### config.mk
export PLATFORM = sky130hd
export DESIGN_NAME = lsb_mem_unit_flat
export DESIGN_NICKNAME = d
export VERILOG_FILES = /design/src/rtl/lsb_mem_unit_if.sv /design/src/rtl/lsb_mem_unit.sv /design/src/flat_wrapper.sv
export SDC_FILE = /design/constraint.sdc
export NUM_CORES = 1
export LEC_CHECK = 0
export BUFFER_PORTS_ARGS = -buffer_cell sky130_fd_sc_hd__buf_2
export CORE_MARGIN = 5
export CORE_UTILIZATION = 59
export DETAILED_ROUTE_END_ITERATION = 6
export GPL_ROUTABILITY_DRIVEN = 1
export PLACE_DENSITY = 0.9
export REMOVE_ABC_BUFFERS = 1
export SYNTH_ARGS = -nofsm -noshare
export SYNTH_HDL_FRONTEND = slang
export SYNTH_SLANG_ARGS = --single-unit
### constraint.sdc
create_clock -name clk -period 4.6 [get_ports clk]
set_input_delay 0.23 -clock clk [delete_from_list [all_inputs] [get_ports clk]]
set_output_delay 0.23 -clock clk [all_outputs]
set_load 0.01 [all_outputs]
### src/rtl/lsb_mem_unit_if.sv
// Bundle of the ROB request/result handshake and the byte-wide memory port
// used by lsb_mem_unit.
//   rdy                global ready (low = stall)
//   lsb_enable, lsb_rob_index, lsb_opcode, lsb_ls_addr, lsb_s_val
//                      request from the ROB head
//   lsb_ls_enable, lsb_rob_index_out, lsb_l_data
//                      one-cycle completion back to the ROB
//   mem_a, mem_wr, mem_dout, mem_din
//                      byte memory port (mem_din is one cycle behind mem_a)
//   busy               unit is not idle
// modport slave is the unit itself; modport master is its environment.
interface lsb_mem_unit_if;
  logic        rdy;
  logic        lsb_enable;
  logic [5:0]  lsb_rob_index;
  logic [5:0]  lsb_opcode;
  logic [31:0] lsb_ls_addr;
  logic [31:0] lsb_s_val;
  logic        lsb_ls_enable;
  logic [5:0]  lsb_rob_index_out;
  logic [31:0] lsb_l_data;
  logic [31:0] mem_a;
  logic        mem_wr;
  logic [7:0]  mem_dout;
  logic [7:0]  mem_din;
  logic        busy;

  modport slave (
    input  rdy, lsb_enable, lsb_rob_index, lsb_opcode, lsb_ls_addr, lsb_s_val,
    input  mem_din,
    output lsb_ls_enable, lsb_rob_index_out, lsb_l_data,
    output mem_a, mem_wr, mem_dout, busy
  );

  modport master (
    output rdy, lsb_enable, lsb_rob_index, lsb_opcode, lsb_ls_addr, lsb_s_val,
    output mem_din,
    input  lsb_ls_enable, lsb_rob_index_out, lsb_l_data,
    input  mem_a, mem_wr, mem_dout, busy
  );
endinterface

### src/rtl/lsb_mem_unit.sv
// Commit-time load/store unit. Executes one committed load or store from the
// ROB head as 1, 2 or 4 serial byte accesses on a byte-wide memory port and
// returns a one-cycle completion (with extended load data) to the ROB.
// Ports:
//   clk  clock
//   rst  synchronous active-high reset; aborts any op in flight
//   bus  lsb_mem_unit_if.slave: ROB request/result, memory port, rdy, busy

// Fallback encodings when config.vh has not been included ahead of this file.
`ifndef LB
`define LB  6'd1
`endif
`ifndef LH
`define LH  6'd2
`endif
`ifndef LW
`define LW  6'd3
`endif
`ifndef LBU
`define LBU 6'd4
`endif
`ifndef LHU
`define LHU 6'd5
`endif
`ifndef SB
`define SB  6'd6
`endif
`ifndef SH
`define SH  6'd7
`endif
`ifndef SW
`define SW  6'd8
`endif

module lsb_mem_unit (
  input logic           clk,
  input logic           rst,
  lsb_mem_unit_if.slave bus
);
  typedef enum logic [1:0] {IDLE, RUN, DRAIN, DONE} state_t;

  state_t      state_q, state_d;
  logic [5:0]  tag_q, tag_d;
  logic [5:0]  op_q, op_d;
  logic [31:0] addr_q, addr_d;
  logic [31:0] sval_q, sval_d;
  logic [31:0] data_q, data_d;
  logic [2:0]  n_q, n_d;
  logic [2:0]  k_q, k_d;
  logic        pend_q, pend_d;
  logic [31:0] last_a_q, last_a_d;
  logic [7:0]  last_dout_q, last_dout_d;

  logic [2:0]  req_n;
  logic        op_store;
  logic [31:0] cur_a;
  logic [31:0] sval_sh;
  logic [31:0] result;

  // Byte count of the incoming request; 0 marks an unsupported opcode.
  always_comb begin
    req_n = 3'd0;
    case (bus.lsb_opcode)
      `LB, `LBU, `SB: req_n = 3'd1;
      `LH, `LHU, `SH: req_n = 3'd2;
      `LW, `SW:       req_n = 3'd4;
      default:        req_n = 3'd0;
    endcase
  end

  always_comb begin
    op_store = 1'b0;
    case (op_q)
      `SB, `SH, `SW: op_store = 1'b1;
      default:       op_store = 1'b0;
    endcase
  end

  assign cur_a   = addr_q + {29'd0, k_q};
  assign sval_sh = sval_q >> {k_q, 3'b000};

  always_comb begin
    result = '0;
    case (op_q)
      `LB:       result = {{24{data_q[7]}}, data_q[7:0]};
      `LH:       result = {{16{data_q[15]}}, data_q[15:0]};
      `LBU:      result = {24'd0, data_q[7:0]};
      `LHU:      result = {16'd0, data_q[15:0]};
      `LW:       result = data_q;
      default:   result = '0;
    endcase
  end

  always_ff @(posedge clk) begin
    if (rst) begin
      state_q     <= IDLE;
      tag_q       <= '0;
      op_q        <= '0;
      addr_q      <= '0;
      sval_q      <= '0;
      data_q      <= '0;
      n_q         <= '0;
      k_q         <= '0;
      pend_q      <= 1'b0;
      last_a_q    <= '0;
      last_dout_q <= '0;
    end else begin
      state_q     <= state_d;
      tag_q       <= tag_d;
      op_q        <= op_d;
      addr_q      <= addr_d;
      sval_q      <= sval_d;
      data_q      <= data_d;
      n_q         <= n_d;
      k_q         <= k_d;
      pend_q      <= pend_d;
      last_a_q    <= last_a_d;
      last_dout_q <= last_dout_d;
    end
  end

  always_comb begin
    state_d     = state_q;
    tag_d       = tag_q;
    op_d        = op_q;
    addr_d      = addr_q;
    sval_d      = sval_q;
    data_d      = data_q;
    n_d         = n_q;
    k_d         = k_q;
    pend_d      = pend_q;
    last_a_d    = last_a_q;
    last_dout_d = last_dout_q;

    // mem_din answers the address issued one cycle earlier, i.e. byte k-1,
    // so the capture must happen even while rdy holds the FSM.
    if (pend_q) begin
      data_d[{k_q - 3'd1, 3'b000} +: 8] = bus.mem_din;
      pend_d = 1'b0;
    end

    if (bus.rdy) begin
      case (state_q)
        IDLE: begin
          if (bus.lsb_enable) begin
            tag_d   = bus.lsb_rob_index;
            op_d    = bus.lsb_opcode;
            addr_d  = bus.lsb_ls_addr;
            sval_d  = bus.lsb_s_val;
            n_d     = req_n;
            k_d     = '0;
            data_d  = '0;
            state_d = (req_n == 3'd0) ? DONE : RUN;
          end
        end
        RUN: begin
          last_a_d = cur_a;
          if (op_store) last_dout_d = sval_sh[7:0];
          else          pend_d      = 1'b1;
          k_d = k_q + 3'd1;
          if (k_q == n_q - 3'd1) state_d = op_store ? DONE : DRAIN;
        end
        DRAIN:   state_d = DONE;
        DONE:    state_d = IDLE;
        default: state_d = IDLE;
      endcase
    end
  end

  always_comb begin
    bus.busy              = (state_q != IDLE);
    bus.lsb_ls_enable     = (state_q == DONE);
    bus.lsb_rob_index_out = (state_q == DONE) ? tag_q : '0;
    bus.lsb_l_data        = (state_q == DONE) ? result : '0;
    bus.mem_a             = (state_q == RUN) ? cur_a : last_a_q;
    bus.mem_wr            = (state_q == RUN) && op_store && bus.rdy;
    bus.mem_dout          = ((state_q == RUN) && op_store) ? sval_sh[7:0] : last_dout_q;
  end
endmodule

### src/flat_wrapper.sv
// flat-port wrapper written by rule: the top's interface ports become plain ports
module lsb_mem_unit_flat 
  (clk, rst, bus_rdy, bus_lsb_enable, bus_lsb_rob_index, bus_lsb_opcode, bus_lsb_ls_addr, bus_lsb_s_val, bus_mem_din, bus_lsb_ls_enable, bus_lsb_rob_index_out, bus_lsb_l_data, bus_mem_a, bus_mem_wr, bus_mem_dout, bus_busy);
  lsb_mem_unit_if bus_i ();
  input logic clk;
  input logic rst;
  input wire logic [$bits(bus_i.rdy)-1:0] bus_rdy;
  input wire logic [$bits(bus_i.lsb_enable)-1:0] bus_lsb_enable;
  input wire logic [$bits(bus_i.lsb_rob_index)-1:0] bus_lsb_rob_index;
  input wire logic [$bits(bus_i.lsb_opcode)-1:0] bus_lsb_opcode;
  input wire logic [$bits(bus_i.lsb_ls_addr)-1:0] bus_lsb_ls_addr;
  input wire logic [$bits(bus_i.lsb_s_val)-1:0] bus_lsb_s_val;
  input wire logic [$bits(bus_i.mem_din)-1:0] bus_mem_din;
  output wire logic [$bits(bus_i.lsb_ls_enable)-1:0] bus_lsb_ls_enable;
  output wire logic [$bits(bus_i.lsb_rob_index_out)-1:0] bus_lsb_rob_index_out;
  output wire logic [$bits(bus_i.lsb_l_data)-1:0] bus_lsb_l_data;
  output wire logic [$bits(bus_i.mem_a)-1:0] bus_mem_a;
  output wire logic [$bits(bus_i.mem_wr)-1:0] bus_mem_wr;
  output wire logic [$bits(bus_i.mem_dout)-1:0] bus_mem_dout;
  output wire logic [$bits(bus_i.busy)-1:0] bus_busy;
  assign bus_i.rdy = bus_rdy;
  assign bus_i.lsb_enable = bus_lsb_enable;
  assign bus_i.lsb_rob_index = bus_lsb_rob_index;
  assign bus_i.lsb_opcode = bus_lsb_opcode;
  assign bus_i.lsb_ls_addr = bus_lsb_ls_addr;
  assign bus_i.lsb_s_val = bus_lsb_s_val;
  assign bus_i.mem_din = bus_mem_din;
  assign bus_lsb_ls_enable = bus_i.lsb_ls_enable;
  assign bus_lsb_rob_index_out = bus_i.lsb_rob_index_out;
  assign bus_lsb_l_data = bus_i.lsb_l_data;
  assign bus_mem_a = bus_i.mem_a;
  assign bus_mem_wr = bus_i.mem_wr;
  assign bus_mem_dout = bus_i.mem_dout;
  assign bus_busy = bus_i.busy;
  lsb_mem_unit u_core (.clk(clk), .rst(rst), .bus(bus_i));
endmodule
==> tab_implementation.tex, run 1 <==
\begin{tabular}{lr}
\hline
Metric & Value \\
\hline
\multicolumn{2}{l}{\textbf{Drt}} \\
\quad DRT antenna net count & 0 \\
\quad Via count & 7808 \\
\quad Number of remaining DRC errors & 0 \\
\quad Total wire length after detailed routing & 20440 um \\
\quad Initial DRT Pass Iterations & 6 \\
\quad Iter 0 DRT Violations & 670 \\
\quad Vias per cell & 5.831 \\
\quad Avg WL per Cell & 15.26 um \\
\multicolumn{2}{l}{\textbf{Setup path}} \\
\quad Kind of start point of the critical path & flip-flop \\
\quad Required time at the worst-slack endpoint & 4.37 ns \\
\quad Crit-path leading delay family & simple AND/OR/NAND/NOR gates \\
\quad Critical-path top delay cell & sky130\_fd\_sc\_hd\_\_or4\_1 \\
\quad Critical path class & reg -> out \\
\quad Max FO, Critical Path & 16 \\
\quad Critical path endpoint category & output port \\
\quad Data arrival at the endpoint of the critical path & 3.24 ns \\
\quad Worst path bufs/invs & 1 \\
\quad Max incr delay on CP & 0.68 ns \\
\quad Crit-path cells & ha\_1 > a21o\_1 > nand4\_1 > or4\_1 > a31oi\_1 > buf\_2 \\
\multicolumn{2}{l}{\textbf{Yosys}} \\
\quad Gate count of the mapped netlist & 1032 \\
\quad Ys async rst share & 0 \\
\quad Top post-synthesis cells by area & sky130\_fd\_sc\_hd\_\_dfxtp\_1, sky130\_fd\_sc\_hd\_\_nand2\_1, sky130\_fd\_sc\_hd\_\_a21oi\_1 \\
\quad Post-synthesis instance area & 0.007821 mm\^{}2 \\
\quad Number of distinct standard cells referenced by the synthesized netlist & 61 \\
\quad Most frequent cells after synthesis & sky130\_fd\_sc\_hd\_\_nand2\_1, sky130\_fd\_sc\_hd\_\_dfxtp\_1, sky130\_fd\_sc\_hd\_\_a21oi\_1 \\
\quad Total of flip-flops plus latches after synthesis & 157 \\
\quad Most numerous cell in the Yosys netlist & sky130\_fd\_sc\_hd\_\_nand2\_1 \\
\quad Synthesis Warnings & 0 \\
\quad Number of enable flip-flop cells after synthesis & 0 \\
\quad Flip-flop cell with the highest count after synthesis & sky130\_fd\_sc\_hd\_\_dfxtp\_1 \\
\quad Top-area cell type share of the netlist area & 0.4019 \\
\quad Fraction of the yosys area taken by sequential cells & 0.4019 \\
\quad Cell taking the most area after synthesis & sky130\_fd\_sc\_hd\_\_dfxtp\_1 \\
\quad Average footprint of a synthesized cell & 7.579 um\^{}2 \\
\multicolumn{2}{l}{\textbf{Hold path}} \\
\quad Tightest Hold Check Type & in -> reg \\
\multicolumn{2}{l}{\textbf{Layout}} \\
\quad Net count of the finished layout & 1253 \\
\quad Post-route insts no fill & 1339 \\
\quad Fillcell total & 1051 \\
\quad Layout overhead on the synthesized area & 19.08\% \\
\quad Total inserted antenna cells & 0 \\
\quad Share of final-layout standard cells stronger than drive strength 1 & 0.2072 \\
\multicolumn{2}{l}{\textbf{Clock tree}} \\
\quad Buffers inserted by post-CTS timing repair & 0 \\
\quad TritonCTS clock tree & done \\
\quad CTS clock-pin slew for the worst setup and hold paths & 0.06 ns \\
\quad Total of hold buffers inserted after clock tree synthesis & 0 \\
\quad Clock tree sinks & 157 \\
\quad Clk buf depth & 2 \\
\quad H-tree level count & 4 \\
\quad Total clock buffers created by CTS & 17 \\
\quad Number of cells upsized or downsized after cts & 0 \\
\quad Clock latency of the later-clocked register in the worst-skew pair & 0.42 ns \\
\quad Clock root cell & sky130\_fd\_sc\_hd\_\_clkbuf\_16 \\
\multicolumn{2}{l}{\textbf{Placement}} \\
\quad Final weighted congestion in routability-driven placement & 0.8123 \\
\quad HPWL reported at the end of detailed placement & 13700 um \\
\quad Cell total after placement & 1307 \\
\quad Port bufs & 168 \\
\multicolumn{2}{l}{\textbf{Power}} \\
\quad Maximum VDD drop & 0.0002899 V \\
\quad Static Leak & 3.575 nW \\
\quad Power per unit of standard cell area & 382.1 mW/mm\^{}2 \\
\multicolumn{2}{l}{\textbf{Timing}} \\
\quad Peak clock frequency supported by timing & 288.3 MHz \\
\quad Final Cycle Share & 0.7541 \\
\quad Final slew viol count & 0 \\
\quad Worst clock skew & 0.008212 ns \\
\quad Fin Hold WS & 0.03878 ns \\
\quad Setup violation total in the final timing report & 0 \\
\quad Normalized max-slew margin & 0.2389 \\
\quad Post-layout minimum cycle time & 3.469 ns \\
\quad Worst-margin pin slew & 1.142 ns \\
\quad Final setup TNS & 0 ns \\
\quad Final hold violation count & 0 \\
\quad Unrepaired setup endpoints after global routing & false \\
\multicolumn{2}{l}{\textbf{Floorplanning}} \\
\quad DIE AREA & 0.01566 mm\^{}2 \\
\quad \# IOs & 169 \\
\quad Initial standard-cell utilization of the core & 0.5953 \\
\quad Die span in y & 125.1 um \\
\quad Die boundary width & 125.1 um \\
\quad Number of rows in the core area & 42 \\
\quad Core region area & 0.01314 mm\^{}2 \\
\multicolumn{2}{l}{\textbf{GRT}} \\
\quad Vias in the first global route & 7144 \\
\quad Global-route wire length before repair & 33150 um \\
\quad Overflow left after global routing & 0 \\
\quad Number of antenna violations at the first check in global routing & 0 \\
\quad Largest net degree at the start of global routing & 83 \\
\quad Total global-route track usage & 0.2512 \\
\multicolumn{2}{l}{\textbf{Job}} \\
\quad Max-cap violations & 0 \\
\multicolumn{2}{l}{\textbf{Outcome}} \\
\quad Result of the run & finished, final reports clean \\
\hline
\end{tabular}
==> worst min-delay path, stage by stage <==
cell	delay, ns
sky130_fd_sc_hd__buf_2	0.09
sky130_fd_sc_hd__nand2_1	0.04
sky130_fd_sc_hd__a21oi_1	0.05
==> area by class of cell <==
type | instances | area [um^2] | area share
Clock inverter | 11 | 187.7 | 0.02015
Clock buffer | 21 | 470.5 | 0.05051
Timing Repair Buffer | 177 | 910.9 | 0.09780
Tap cell | 176 | 220.2 | 0.02364
Sequential cell | 157 | 3143 | 0.3375
Inverter | 20 | 75.07 | 0.008060
Multi-Input combinational cell | 777 | 4307 | 0.4624
==> logic make-up after synthesis <==
kind of cell / synth area share
fa+ha+maj: 0.02496
compound gates: 0.1916
buf+inv: 0.04879
simple gates: 0.2753
flops: 0.4019
mux: 0.03887
xor+xnor: 0.01856
==> cell usage in the layout (no fill, tap or decap), types with 9 or more instances in the layout <==
cell                        Yosys  final
sky130_fd_sc_hd__clkbuf_16      0     17
sky130_fd_sc_hd__nand2b_1      13     13
sky130_fd_sc_hd__nand2_1      242    242
sky130_fd_sc_hd__xor2_1        10     10
sky130_fd_sc_hd__a311oi_1      18     18
sky130_fd_sc_hd__inv_1         20     20
sky130_fd_sc_hd__and3_1        10      9
sky130_fd_sc_hd__a211oi_1      13     13
sky130_fd_sc_hd__or3_1          9      9
sky130_fd_sc_hd__mux2i_1        9      9
sky130_fd_sc_hd__buf_2          1    167
sky130_fd_sc_hd__nand4_1       10     10
sky130_fd_sc_hd__a31oi_1       20     20
sky130_fd_sc_hd__nand3_1       45     44
sky130_fd_sc_hd__ha_1          14     13
sky130_fd_sc_hd__a21oi_1      154    154
sky130_fd_sc_hd__buf_4          1     10
sky130_fd_sc_hd__dfxtp_1      157    157
sky130_fd_sc_hd__nor2_1        79     79
sky130_fd_sc_hd__o21ai_0       25     25
sky130_fd_sc_hd__o31ai_1        9      9
sky130_fd_sc_hd__or4_1         10     10
==> routing by layer <==
| layer | wire (um) | vias to the layer above | share of wire | GRT usage |
|---|---|---|---|---|
| li1 | - | 3840 | - | - |
| met1 | 8455 | 3645 | 0.41 | 0.3067 |
| met2 | 10010 | 291 | 0.49 | 0.4296 |
| met3 | 1565 | 32 | 0.077 | 0.06823 |
| met4 | 409 | 0 | 0.020 | 0.08546 |
| met5 | 0 | - | 0 | 0 |
==> registers in the layout (all words and copies together), names as in the netlist <==
signal,cells
u_core.sval_q,32
u_core.state_q,2
u_core.pend_q,1
u_core.addr_q,32
u_core.k_q,3
u_core.data_q,32
u_core.tag_q,6
u_core.last_dout_q,8
u_core.n_q,3
u_core.op_q,6
u_core.last_a_q,32
==> path summary, 6_finish.rpt <==
path,startpoint,endpoint,slack [ns],cells after the start
worst min register to register,u_core.tag_q[3],u_core.tag_q[3],0.45,2
worst max-delay path,u_core.k_q[2],bus_mem_a[30],1.13,6
worst max register to register,u_core.k_q[2],u_core.last_a_q[28],1.72,5
worst min-delay path,bus_lsb_ls_addr[16],u_core.addr_q[16],0.04,3
==> metrics by stage <==
stage                     worst slack (ns)  cell area [um^2]  utilization  total power, mW
after floorplan                     0.4419              7515            -            1.821
after global placement               1.728              8656       0.6589            2.016
after detailed placement             1.626              8656       0.6589            2.032
after CTS                            1.158              9314       0.7090            3.573
after global routing                0.9348              9314       0.7090            3.705
final                                1.131              9314       0.7090            3.559
==> where the power goes <==
part | switching [mW] | total [mW] | internal [mW]
logic | 0.328 | 0.523 | 0.194
clock network | 0.543 | 1.55 | 1.00
registers | 0.0583 | 1.49 | 1.43
total | 0.930 | 3.56 | 2.63
(Power assumes the default switching activity.)
==> run 2, diff against run 1 <==
--- a/config.mk
+++ b/config.mk
@@ -7,10 +7,10 @@
 export LEC_CHECK = 0
 export BUFFER_PORTS_ARGS = -buffer_cell sky130_fd_sc_hd__buf_2
 export CORE_MARGIN = 5
-export CORE_UTILIZATION = 59
+export CORE_UTILIZATION = 50
 export DETAILED_ROUTE_END_ITERATION = 6
 export GPL_ROUTABILITY_DRIVEN = 1
-export PLACE_DENSITY = 0.9
+export PLACE_DENSITY = 0.81
 export REMOVE_ABC_BUFFERS = 1
 export SYNTH_ARGS = -nofsm -noshare
 export SYNTH_HDL_FRONTEND = slang
==> constraint.sdc (replaced) <==
create_clock -name clk -period 3.1 [get_ports clk]
set_input_delay 0.155 -clock clk [delete_from_list [all_inputs] [get_ports clk]]
set_output_delay 0.155 -clock clk [all_outputs]
set_load 0.01 [all_outputs]
==> run 2 against run 1 <==
Against the previous run:
- setup slack got worse by 0.94 ns
- sequential cell count is the same
- clock skew up 0.0013 ns
- global-route usage fell by 0.66 points
- register-to-register slack worse by 1.3 ns
- first-iteration DRC count shrank 17%
- clock power rose by 39%
- hold slack lost 0.0080 ns
- die area is 17% higher
==> tab_implementation.tex, run 2 (synthesis gave the netlist of run 1 again) <==
\begin{tabular}{lr}
\hline
Metric & Value \\
\hline
\multicolumn{2}{l}{\textbf{Outcome}} \\
\quad Result of the run & finished, final reports clean \\
\multicolumn{2}{l}{\textbf{Setup path}} \\
\quad Required time at the worst-slack endpoint & 2.94 ns (-1.43 ns) \\
\quad Kind of start point of the critical path & flip-flop \\
\quad Launching point of the worst reg2reg path & u\_core.k\_q[0] \\
\quad Data arrival at the endpoint of the critical path & 2.75 ns (-0.49 ns) \\
\quad Critical path endpoint category & output port \\
\quad Critical path class & reg -> out \\
\quad Worst Setup SP & u\_core.k\_q[0] \\
\quad Max FO, Critical Path & 10 (-6) \\
\multicolumn{2}{l}{\textbf{Drt}} \\
\quad DRT antenna net count & 0 (unchanged) \\
\quad Total wire length after detailed routing & 22650 um (+11\%) \\
\quad Initial DRT Pass Iterations & 5 (-1) \\
\quad Number of remaining DRC errors & 0 (unchanged) \\
\quad Vias per cell & 5.594 (-4.1\%) \\
\quad Avg WL per Cell & 15.55 um (+1.8\%) \\
\quad Iter 0 DRT Violations & 558 (-17\%) \\
\quad Via count & 8150 (+4.4\%) \\
\multicolumn{2}{l}{\textbf{Placement}} \\
\quad Port bufs & 168 (unchanged) \\
\quad Final weighted congestion in routability-driven placement & 0.8163 (+0.49\%) \\
\quad HPWL reported at the end of detailed placement & 14340 um (+4.6\%) \\
\quad Worst-case setup slack after placement & 0.3317 ns (-1.294 ns) \\
\quad Cell total after placement & 1347 (+3.1\%) \\
\quad Post-place instance area & 0.008757 mm\^{}2 (+1.2\%) \\
\multicolumn{2}{l}{\textbf{Layout}} \\
\quad Most frequent standard cell in the layout excluding fill and tap cells & sky130\_fd\_sc\_hd\_\_nand2\_1 \\
\quad Net count of the finished layout & 1335 (+6.5\%) \\
\quad Final core area utilization & 0.6640 (-0.04499) \\
\quad Post-route insts no fill & 1457 (+8.8\%) \\
\quad Commonest cells after routing, fill and taps aside & sky130\_fd\_sc\_hd\_\_nand2\_1, sky130\_fd\_sc\_hd\_\_buf\_2, sky130\_fd\_sc\_hd\_\_dfxtp\_1 \\
\quad Finished Cell Area & 0.01013 mm\^{}2 (+8.8\%) \\
\quad Layout overhead on the synthesized area & 29.53\% \\
\quad Fillcell total & 1289 (+23\%) \\
\quad Share of final-layout standard cells stronger than drive strength 1 & 0.2008 (-0.006419) \\
\multicolumn{2}{l}{\textbf{Hold path}} \\
\quad Source of the worst hold timing path & bus\_lsb\_opcode[3] \\
\quad Tightest Hold Check Type & in -> reg \\
\multicolumn{2}{l}{\textbf{Clock tree}} \\
\quad Clock tree sinks & 157 (unchanged) \\
\quad Clk buf depth & 2 (unchanged) \\
\quad Total clock buffers created by CTS & 17 (unchanged) \\
\quad TritonCTS clock tree & done \\
\quad Clock root cell & sky130\_fd\_sc\_hd\_\_clkbuf\_16 \\
\quad H-tree level count & 4 (unchanged) \\
\quad Clock latency of the later-clocked register in the worst-skew pair & 0.43 ns (about the same) \\
\quad CTS clock-pin slew for the worst setup and hold paths & 0.06 ns (about the same) \\
\multicolumn{2}{l}{\textbf{GRT}} \\
\quad Largest net degree at the start of global routing & 71 (-14\%) \\
\quad Total global-route track usage & 0.2446 (-0.006616) \\
\quad Global-route wire length before repair & 36600 um (+10\%) \\
\quad Overflow left after global routing & 0 (unchanged) \\
\quad Vias in the first global route & 7578 (+6.1\%) \\
\quad Number of antenna violations at the first check in global routing & 1 (+1) \\
\multicolumn{2}{l}{\textbf{Floorplanning}} \\
\quad \# IOs & 169 (unchanged) \\
\quad Core region area & 0.01526 mm\^{}2 (+16\%) \\
\quad Initial standard-cell utilization of the core & 0.5126 (-0.08275) \\
\quad DIE AREA & 0.01824 mm\^{}2 (+17\%) \\
\quad Number of rows in the core area & 45 (+7.1\%) \\
\quad Die span in y & 135.1 um (+7.9\%) \\
\quad Die boundary width & 135.1 um (+7.9\%) \\
\multicolumn{2}{l}{\textbf{Power}} \\
\quad Power per unit of standard cell area & 517.2 mW/mm\^{}2 (+35\%) \\
\quad Overall power after layout & 5.239 mW (+47\%) \\
\quad Static Leak & 3.888 nW (+8.8\%) \\
\quad Maximum VDD drop & 0.0003710 V (+28\%) \\
\multicolumn{2}{l}{\textbf{Timing}} \\
\quad Final setup TNS & 0 ns (unchanged) \\
\quad Final Cycle Share & 0.9386 \\
\quad Post-layout minimum cycle time & 2.910 ns \\
\quad Final Worst Setup Slack & 0.1903 ns (-0.9409 ns) \\
\quad Final slew viol count & 0 (unchanged) \\
\quad Worst clock skew & 0.009512 ns (+0.001300 ns) \\
\quad Final hold violation count & 0 (unchanged) \\
\quad Fin Hold WS & 0.03077 ns (-0.008010 ns) \\
\quad Normalized max-slew margin & 0.1792 (-0.05963) \\
\quad Peak clock frequency supported by timing & 343.7 MHz \\
\quad Setup violation total in the final timing report & 0 (unchanged) \\
\quad Unrepaired setup endpoints after global routing & false \\
\quad Worst-margin pin slew & 1.226 ns (+0.08405 ns) \\
\multicolumn{2}{l}{\textbf{Job}} \\
\quad Max-cap violations & 0 (unchanged) \\
\hline
\end{tabular}
==> run 2: changes by cell type in the layout (fill, tap and decap cells not counted), sizes merged <==
| cell | before | now |
|---|---|---|
| dlygate4sd3 | 0 | 73 |
| diode | 0 | 1 |
| clkinv | 6 | 4 |
| bufinv | 5 | 3 |
| buf | 177 | 186 |
| clkinvlp | 0 | 4 |
==> run 2: final cells by class <==
cell class	instances	area [um^2]	area share
antenna	1	2.502	0.0002470
clock buffer	21	470.5	0.04644
clock inverter	11	140.1	0.01383
inverter	20	75.07	0.007410
multi-input combinational	777	4314	0.4258
sequential	157	3143	0.3102
tap	211	264.0	0.02606
timing repair buffer	259	1722	0.1699
==> run 2: path summary, 6_finish.rpt <==
| path | endpoint | slack, ns | depth (start not counted) |
|---|---|---|---|
| setup / recovery | bus_mem_a[28] | 0.19 | 8 |
| hold / removal | u_core.op_q[3] | 0.03 | 3 |
| setup reg to reg | u_core.data_q[2] | 0.43 | 9 |
| hold reg to reg | u_core.data_q[17] | 0.45 | 2 |
==> run 2: what timing repair did <==
action,4_1_cts,5_1_grt
endpoints found under the hold margin,73,0
cloned,0,0
hold buffers,73,0
setup endpoints to repair,5,3
gates resized for setup,0,1
buffers inserted,4,0
pin swaps,1,0
==> run 2: report_power, final <==
group / internal [mW] / switching, mW
clock network: 1.32 / 0.830
registers: 2.12 / 0.0877
logic: 0.357 / 0.518
total: 3.80 / 1.44
==> run 2: worst max-delay path: stages (launching register included) <==
cell,delay (ns)
sky130_fd_sc_hd__dfxtp_1,0.33
sky130_fd_sc_hd__ha_1,0.20
sky130_fd_sc_hd__fa_1,0.24
sky130_fd_sc_hd__a21o_1,0.27
sky130_fd_sc_hd__nand4_1,0.14
sky130_fd_sc_hd__buf_4,0.20
sky130_fd_sc_hd__or4_1,0.52
sky130_fd_sc_hd__a31oi_1,0.24
sky130_fd_sc_hd__buf_2,0.17
==> run 2: routing by layer <==
layer / track usage / share of wire
met3: 0.05663 / 0.072
met2: 0.4083 / 0.48
met1: 0.3049 / 0.42
met4: 0.1013 / 0.026
met5: 0 / 0
